File: src/rtl/traffic_pkg.sv
`default_nettype none
// ============================================================================
// Module      : traffic_pkg
// Description : Shared lamp codes and phase encoding for the N-way traffic
//               light controller, its lamp decoder and its testbench.
// Revision    : 1.0 - initial release
// ============================================================================
package traffic_pkg;

    // Lamp codes, two bits per direction on the lights bus
    localparam logic [1:0] LAMP_GREEN  = 2'b00;
    localparam logic [1:0] LAMP_YELLOW = 2'b01;
    localparam logic [1:0] LAMP_RED    = 2'b11;

    // Phase encoding of the controller FSM
    localparam logic [1:0] PH_GREEN    = 2'd0;
    localparam logic [1:0] PH_YELLOW   = 2'd1;
    localparam logic [1:0] PH_ALLRED   = 2'd2;

    // Lamp shown by the direction that owns the current phase
    function automatic logic [1:0] owner_lamp(input logic [1:0] phase);
        case (phase)
            PH_GREEN:  owner_lamp = LAMP_GREEN;
            PH_YELLOW: owner_lamp = LAMP_YELLOW;
            default:   owner_lamp = LAMP_RED;
        endcase
    endfunction

endpackage
`default_nettype wire

File: src/rtl/traffic_rr_pick.sv
`default_nettype none
// ============================================================================
// Module      : traffic_rr_pick
// Description : Combinational round-robin picker. Returns the first requesting
//               direction after cur (wrapping), never cur itself.
// Revision    : 1.0 - initial release
// ============================================================================
module traffic_rr_pick #(
    parameter int N_DIR = 4
) (
    input  logic [N_DIR-1:0]         req,
    input  logic [$clog2(N_DIR)-1:0] cur,
    output logic                     valid,
    output logic [$clog2(N_DIR)-1:0] idx
);

    localparam int IDX_W = $clog2(N_DIR);
    localparam logic [IDX_W:0] c_N_DIR = (IDX_W+1)'(N_DIR);

    // Scan offsets from farthest to nearest so the nearest requester wins
    always_comb begin
        logic [IDX_W:0] v_sum;
        v_sum = '0;
        valid = 1'b0;
        idx   = cur;
        for (int j = N_DIR - 1; j >= 1; j--) begin
            v_sum = {1'b0, cur} + (IDX_W+1)'(j);
            if (v_sum >= c_N_DIR) begin
                v_sum = v_sum - c_N_DIR;
            end
            if (req[v_sum[IDX_W-1:0]]) begin
                valid = 1'b1;
                idx   = v_sum[IDX_W-1:0];
            end
        end
    end

endmodule
`default_nettype wire

File: src/rtl/traffic_light_nway.sv
`default_nettype none
// ============================================================================
// Module      : traffic_light_nway
// Description : N-direction sensor-driven round-robin traffic light
//               controller with min/max green, yellow and all-red timers and
//               a parade-mode latch that pins green on HOLD_DIR.
// Revision    : 1.0 - initial release
// ============================================================================
module traffic_light_nway
    import traffic_pkg::*;
#(
    parameter int N_DIR      = 4,
    parameter int TIMER_W    = 8,
    parameter int GREEN_MIN  = 4,
    parameter int GREEN_MAX  = 10,
    parameter int YELLOW_CYC = 2,
    parameter int ALLRED_CYC = 1,
    parameter int HOLD_DIR   = N_DIR - 1
) (
    input  logic                     clk,
    input  logic                     rst,
    input  logic [N_DIR-1:0]         traffic,
    input  logic                     p,
    input  logic                     r,
    output logic [2*N_DIR-1:0]       lights,
    output logic [$clog2(N_DIR)-1:0] cur_dir,
    output logic                     mode
);

    localparam int IDX_W = $clog2(N_DIR);
    localparam logic [TIMER_W-1:0] c_GREEN_MIN_T = TIMER_W'(GREEN_MIN - 1);
    localparam logic [TIMER_W-1:0] c_GREEN_MAX_T = TIMER_W'(GREEN_MAX - 1);
    localparam logic [TIMER_W-1:0] c_YELLOW_T    = TIMER_W'(YELLOW_CYC - 1);
    localparam logic [TIMER_W-1:0] c_ALLRED_T    = TIMER_W'(ALLRED_CYC - 1);
    localparam logic [IDX_W-1:0]   c_HOLD        = IDX_W'(HOLD_DIR);

    logic [1:0]         r_phase;
    logic [TIMER_W-1:0] r_timer;
    logic [IDX_W-1:0]   r_cur;
    logic [IDX_W-1:0]   r_next;
    logic               r_mode;

    logic               w_pick_valid;
    logic [IDX_W-1:0]   w_pick_idx;
    logic               w_green_exit;
    logic [IDX_W-1:0]   w_green_next;
    logic [TIMER_W-1:0] w_timer_inc;
    logic [2*N_DIR-1:0] w_lights;

    traffic_rr_pick #(
        .N_DIR (N_DIR)
    ) u_rr_pick (
        .req   (traffic),
        .cur   (r_cur),
        .valid (w_pick_valid),
        .idx   (w_pick_idx)
    );

    // Saturating phase timer increment
    assign w_timer_inc = (r_timer == '1) ? r_timer : r_timer + 1'b1;

    // Decide whether the green phase ends this cycle and who goes next;
    // green only ends when there is somewhere useful to go
    always_comb begin
        w_green_exit = 1'b0;
        w_green_next = w_pick_idx;
        if (r_timer >= c_GREEN_MIN_T) begin
            if (r_mode) begin
                if (r_cur != c_HOLD) begin
                    w_green_exit = 1'b1;
                    w_green_next = c_HOLD;
                end
            end else if (w_pick_valid &&
                         (!traffic[r_cur] || (r_timer >= c_GREEN_MAX_T))) begin
                w_green_exit = 1'b1;
            end
        end
    end

    // Parade-mode latch: clear has priority over set
    always_ff @(posedge clk) begin
        if (rst) begin
            r_mode <= 1'b0;
        end else if (r) begin
            r_mode <= 1'b0;
        end else if (p) begin
            r_mode <= 1'b1;
        end
    end

    // Phase FSM; next direction is frozen at the green exit
    always_ff @(posedge clk) begin
        if (rst) begin
            r_phase <= PH_GREEN;
            r_timer <= '0;
            r_cur   <= '0;
            r_next  <= '0;
        end else begin
            case (r_phase)
                PH_GREEN: begin
                    if (w_green_exit) begin
                        r_phase <= PH_YELLOW;
                        r_timer <= '0;
                        r_next  <= w_green_next;
                    end else begin
                        r_timer <= w_timer_inc;
                    end
                end
                PH_YELLOW: begin
                    if (r_timer >= c_YELLOW_T) begin
                        r_phase <= PH_ALLRED;
                        r_timer <= '0;
                    end else begin
                        r_timer <= w_timer_inc;
                    end
                end
                PH_ALLRED: begin
                    if (r_timer >= c_ALLRED_T) begin
                        r_phase <= PH_GREEN;
                        r_timer <= '0;
                        r_cur   <= r_next;
                    end else begin
                        r_timer <= w_timer_inc;
                    end
                end
                default: begin
                    r_phase <= PH_GREEN;
                    r_timer <= '0;
                end
            endcase
        end
    end

    // Lamp decoder: owner shows the phase lamp, everyone else stays red
    always_comb begin
        w_lights = '1;
        for (int k = 0; k < N_DIR; k++) begin
            if (r_cur == IDX_W'(k)) begin
                w_lights[2*k +: 2] = owner_lamp(r_phase);
            end
        end
    end

    assign lights  = w_lights;
    assign cur_dir = r_cur;
    assign mode    = r_mode;

endmodule
`default_nettype wire

File: config.mk
export PLATFORM = sky130hd
export DESIGN_NAME = traffic_light_nway
export DESIGN_NICKNAME = d
export VERILOG_FILES = /design/src/rtl/traffic_pkg.sv /design/src/rtl/traffic_rr_pick.sv /design/src/rtl/traffic_light_nway.sv
export SDC_FILE = /design/constraint.sdc
export NUM_CORES = 1
export LEC_CHECK = 0
export ABC_AREA = 1
export BUFFER_PORTS_ARGS = -buffer_cell sky130_fd_sc_hd__buf_4
export CORE_MARGIN = 10
export CORE_UTILIZATION = 34
export CTS_BUF_LIST = sky130_fd_sc_hd__clkbuf_8
export CTS_CLUSTER_DIAMETER = 50
export DETAILED_ROUTE_END_ITERATION = 10
export GPL_TIMING_DRIVEN = 1
export HOLD_SLACK_MARGIN = 0.06
export PLACE_DENSITY = 0.64
export SYNTH_ARGS = -nofsm -noshare
export SYNTH_HDL_FRONTEND = slang
export SYNTH_SLANG_ARGS = --single-unit
File: constraint.sdc
create_clock -name clk -period 2.65 [get_ports clk]
set_clock_uncertainty 0.2 [all_clocks]
set_input_delay 0.1325 -clock clk [delete_from_list [all_inputs] [get_ports clk]]
set_output_delay 0.1325 -clock clk [all_outputs]
set_load 0.03 [all_outputs]
======== Yosys cells after proc, flatten, opt, wreduce, memory -nomap -nowiden ========
Cells that the tools add are included.
storage, ports and cells
  bits in registers ....................... 15
  bits of input ports ..................... 8
cells by class
  add/subtract/negate cells ............... 7
  $lt $le $gt $ge ......................... 11
  equality and inequality tests ........... 10
  mux-type cells .......................... 38
  reduce and logical (&&, ||, !) cells .... 9
operators with widths
  operator                                             number
  2-to-1 mux 2 bit                                     16
  2-to-1 mux 8 bit                                     4
  one-hot mux 8 bit (3 select lines)                   1
  >= comparator 8 x 1 -> 1 bit, second input constant  2
  < comparator 2 x 3 -> 1 bit, second input constant   4
  2-to-1 mux 1 bit                                     11
  >= comparator 3 bit, second input constant           3
  adder 8 x 1 -> 8 bit, second input constant          1
  binary-select mux 1 bit (select 2 bit)               4
  == test 8 bit, second input constant                 1
  >= comparator 8 x 2 -> 1 bit, second input constant  1
  >= comparator 8 x 4 -> 1 bit, second input constant  1
  inequality test 2 bit, second input constant         4
  adder 2 x 2 -> 3 bit, second input constant          2
  == test 2 bit, second input constant                 3
  one-hot mux 2 bit (3 select lines)                   1
  subtractor 2 x 1 -> 2 bit, second input constant     3
  == test 2 x 1 -> 1 bit, second input constant        2
  logical NOT 2 bit                                    2
  one-hot mux 2 bit (2 select lines)                   1
  AND reduction 2 bit                                  2
  adder 2 x 1 -> 3 bit, second input constant          1
  AND reduction 3 bit                                  1
  OR reduction 2 bit                                   1
  other kinds (3)                                      3

======== Depth between registers and ports, before layout ========
  depth in word-level cells ............... 14
  depth in mapped cells ................... 12
  depth with buffers taken out ............ 12

======== Hierarchy ========
Synthesis repeated with hierarchy kept, for this count alone.
unflattened totals
  cell total of the unflattened synthesis .. 202
  area total of the unflattened synthesis .. 1202.4 um2
modules (own cells, without submodules)
  module              times used  cells an instance  area each (um2)  sequential area each (um2)
  traffic_light_nway  1           155                977.2            300.3
  traffic_rr_pick     1           47                 225.2            0.0

======== Worst setup path before layout ========
Ideal clock, no wire load.
  kind .................................... flip-flop to flip-flop
  from .................................... reg r_cur[0], in the netlist cur_dir[0]
  to ...................................... reg r_next[0]
  library setup time ...................... 0.113 ns
  data arrival time ....................... 1.626 ns
  path slack .............................. 0.711 ns
  cell stages (with the launch flop) ...... 11
  path buffers ............................ 0
  period minus slack after synthesis ...... 1.939 ns
  cells stage by stage .................... dfxtp_1 > inv_2 > ha_1 > inv_1 > nand2_1 > nand2_1 > nand3_1 > nand3_1 > nand3_1 > nor2_1 > nor2_1
between the ends
  cells in the longest elaborated chain, start to end .. 13
ends and longest elaborated chain
  what                                                                     RTL line                                      source
  start, declared                                                          traffic_light_nway.sv:39                      logic [IDX_W-1:0] r_cur;
  start signal, assigned                                                   traffic_light_nway.sv:121                     r_cur <= r_next;
  adder 2 x 2 -> 3 bit                                                     traffic_rr_pick.sv:27                         v_sum = {1'b0, cur} + (IDX_W+1)'(j);
  >= comparator 3 bit / subtractor 2 x 1 -> 2 bit (equally long branches)  traffic_rr_pick.sv:28, traffic_rr_pick.sv:29
  2-to-1 mux 2 bit                                                         traffic_rr_pick.sv:28                         if (v_sum >= c_N_DIR) begin
  binary-select mux 1 bit (select 2 bit)                                   traffic_rr_pick.sv:31                         if (req[v_sum[IDX_W-1:0]]) begin
  2-to-1 mux 1 bit (not written as such)                                   traffic_rr_pick.sv:31
  2-to-1 mux 1 bit (3 in a row)                                            traffic_rr_pick.sv:31
  logical AND 1 bit                                                        traffic_light_nway.sv:73                      end else if (w_pick_valid &&
  2-to-1 mux 1 bit                                                         traffic_light_nway.sv:73
  2-to-1 mux 1 bit                                                         traffic_light_nway.sv:68                      if (r_mode) begin
  2-to-1 mux 1 bit                                                         traffic_light_nway.sv:67                      if (r_timer >= c_GREEN_MIN_T) begin
  AND reduction 2 bit (no line)                                            --
  end signal, assigned                                                     traffic_light_nway.sv:104                     r_next <= w_green_next;
  end, declared                                                            traffic_light_nway.sv:40                      logic [IDX_W-1:0] r_next;
Parallel ways exist; a longest one is shown, timed or not. The select of a mux whose other input is x is not followed.
A chain may end at the register's enable or synchronous reset.

======== Final worst setup path ========
Same ends and word-level chain as after synthesis.

==> results.sh <==
export IMPL_clock_sinks=15
export IMPL_ys_ff_latch=15
export IMPL_period_minus_slack_ps=1889
export IMPL_rows=20
export IMPL_core_sq_um=3053
export IMPL_p_total_uw=775.3
export IMPL_synth_edf_count=0
export IMPL_whs_path_depth=2
export IMPL_grt_pass1_vias=959
export IMPL_use_met3_pct=3.066
export IMPL_synth_ff_type="dfxtp_1"
export IMPL_critical_path_class="reg -> reg"
export IMPL_drc=0
export IMPL_cts_buffer_depth=2
export IMPL_vias=1095
export IMPL_hold_class="reg -> reg"
export IMPL_crit_path_start_kind="flop"
export IMPL_fin_cells=238
export IMPL_reg2reg_to="r_next[0]"
export IMPL_ant_nets=0
export IMPL_port_buffers=18
export IMPL_ys_top_cells_by_area="dfxtp_1 (28%), nand2_1 (14%), ha_1 (8.1%)"
export IMPL_ys_seq_area_share_pct=27.71
export IMPL_syn_avg_cell_area_sq_um=6.374
export IMPL_root_buffer="clkbuf_8"
export IMPL_area_delta_synth_final_pct=24.13
export IMPL_clkTransAtPathRegs_ps=60
export IMPL_nNetsFinal=210
export IMPL_rsz0062_at_grt="false"
export IMPL_post_route_period_util_pct=71.27
export IMPL_synthTopCellsByCount="nand2_1 (41), inv_1 (23), nor2_1 (23), nand3_1 (17), dfxtp_1 (15)"
export IMPL_crit_fanout=10
export IMPL_cts_tree="done"
export IMPL_start_util_pct=35.49
export IMPL_holdCritStartpoint="r_next[0]"
export IMPL_fmax_ghz=0.5295
export IMPL_relSlewSlack_pct=74.35
export IMPL_syn_nets=185
export IMPL_r2r_start="cur_dir[0]"
export IMPL_die_x_microns=76.45
export IMPL_synth_top_area_share_pct=27.71
export IMPL_hold_viol=0
export IMPL_status="complete, no violations"
export IMPL_cap_viol_max_count=0
export IMPL_diodes=0
export IMPL_synth_adder_area_share_pct=8.083
export IMPL_synthMuxAreaShare_pct=0
export IMPL_antenna_found_initial=0
export IMPL_arrival_ps=1840
export IMPL_slew_viol_final=0
export IMPL_gr_total_overflow=0
export IMPL_clk_insertion_delay_late_ps=260
export IMPL_synth_largest_area_cell="dfxtp_1"
export IMPL_grtUsageMet1_pct=11.05
export IMPL_cp_end_kind="flop"
export IMPL_via_per_inst=4.601
export IMPL_synthCells=170
export IMPL_synth_compound_area_share_pct=11.20
export IMPL_synth_distinct_cells=25
export IMPL_min_to="cur_dir[0]"
export IMPL_synth_most_common_cell="nand2_1"
export IMPL_die_h_microns=76.45
export IMPL_wl_per_cell_microns=10.43
export IMPL_setup_viol=0
export IMPL_grt_max_degree=14
export IMPL_synth_top_family_by_area="simple AND/OR/NAND/NOR gates"
export IMPL_grt_busiest_layer="met2"
export IMPL_r2r_slack_ps=760
export IMPL_required_ps=2600
export IMPL_first_pass_iters=4
export IMPL_synth_area_sq_um=1084
export IMPL_wl_microns=2483
export IMPL_routabilityCongestion=0.7691
export IMPL_grt_usage_pct=8.936
export IMPL_yosysWarnings=0
export IMPL_grt_first_pass_wirelength_microns=4443
export IMPL_dieArea_sq_um=5845
export IMPL_place_hpwl_microns=1955
export IMPL_cts_made_buffers=3
export IMPL_power_density_nw_per_um2=576.4
export IMPL_r2r_cells=10
export IMPL_synth_xor_area_share_pct=1.617
export IMPL_boundaryPins=19
export IMPL_synth_simple_gate_area_share_pct=41.57
export IMPL_worst_pin_slew_ps=382.4
export IMPL_ir_worst_vdd_v=0.0002437
export IMPL_layout_drive_gt1_share_pct=19.07
export IMPL_synthArstFlopShare_pct=0
export IMPL_first_iter_violations=99
export IMPL_use_met2_pct=13.61
export IMPL_cts_max_level=1
export IMPL_placed_cells=231
export IMPL_p_leak_uw=0.0006440
export IMPL_tns_ps=0
## repair_timing
| action | CTS | global route |
|---|---|---|
| buffers inserted | 0 | 0 |
| endpoints found under the hold margin | 8 | 0 |
| resized for setup | 0 | 0 |
| hold buffers | 3 | 0 |
## stage by stage
step / setup slack, ps / area (sq um) / hold slack [ps] / util [%]
2_1_floorplan: 710.8 / 1084 / 11.81 / -
3_3_place_gp: 766.7 / 1270 / 101.8 / 41.60
3_5_place_dp: 784.0 / 1270 / 100.4 / 41.60
4_1_cts: 770.5 / 1345 / 261.6 / 44.06
5_1_grt: 582.6 / 1345 / 294.2 / 44.06
6_report: 761.3 / 1345 / 254.2 / 44.06
## power breakdown
part	switching, uW	total, uW	internal [uW]
sequential	33.2	287	254
clock	82.5	185	103
combinational	187	303	116
## cells in the final DEF, fill, tap and decap left out, drive strengths merged, types with 2 or more instances in the layout
master / count
nor4: 2
ha: 7
xnor2: 2
nand2: 47
nand4: 2
nand3: 21
clkbuf: 3
dlygate4sd3: 3
a21oi: 9
buf: 19
a21boi: 2
o211ai: 2
inv: 25
dfxtp: 15
o21ai: 7
nor2: 25
## kinds of logic (layout without fill, tap and decap cells)
family | after synthesis | in the layout
fa+ha+maj | 7 | 7
buf+inv | 27 | 51
flops | 15 | 15
simple gates | 98 | 98
xor+xnor | 2 | 2
compound gates | 21 | 21
## per-layer routing
metal	wire length, microns	part of all wire [%]	vias up
met1	1218	49	466
met3	123	5.0	4
met4	47	1.9	0
li1	-	-	601
met2	1093	44	24
met5	0	0	-
## worst max path at each step
stage	from	end	slack, ps
after floorplan	cur_dir[0]	r_next[0]	710
after global placement	cur_dir[0]	r_next[0]	770
after detailed placement	cur_dir[0]	r_next[0]	780
after CTS	cur_dir[0]	r_next[0]	770
after global routing	cur_dir[0]	r_next[0]	580
final	cur_dir[0]	r_next[0]	760
## worst max-delay path, stage by stage (launching register included)
cell	delay, ps
dfxtp_1	520
inv_2	140
ha_1	350
inv_1	80
nand2_1	60
nand2_1	60
nand3_1	80
nand3_1	80
nand3_1	80
nor2_1	100
nor2_1	50
## registers in the layout (all words and copies together), names as in the netlist
signal	count
r_phase	2
r_next	2
mode	1
r_timer	8
cur_dir	2
## final cells by class
type	instances	area (sq um)
Clock inverter	1	3.754
Sequential cell	15	300.3
Tap cell	44	55.05
Fill cell	329	1708
Inverter	25	95.09
Clock buffer	3	41.29
Multi-Input combinational cell	128	676.9
Timing Repair Buffer	22	172.7
Note: power is estimated with default switching activity, not from simulation.
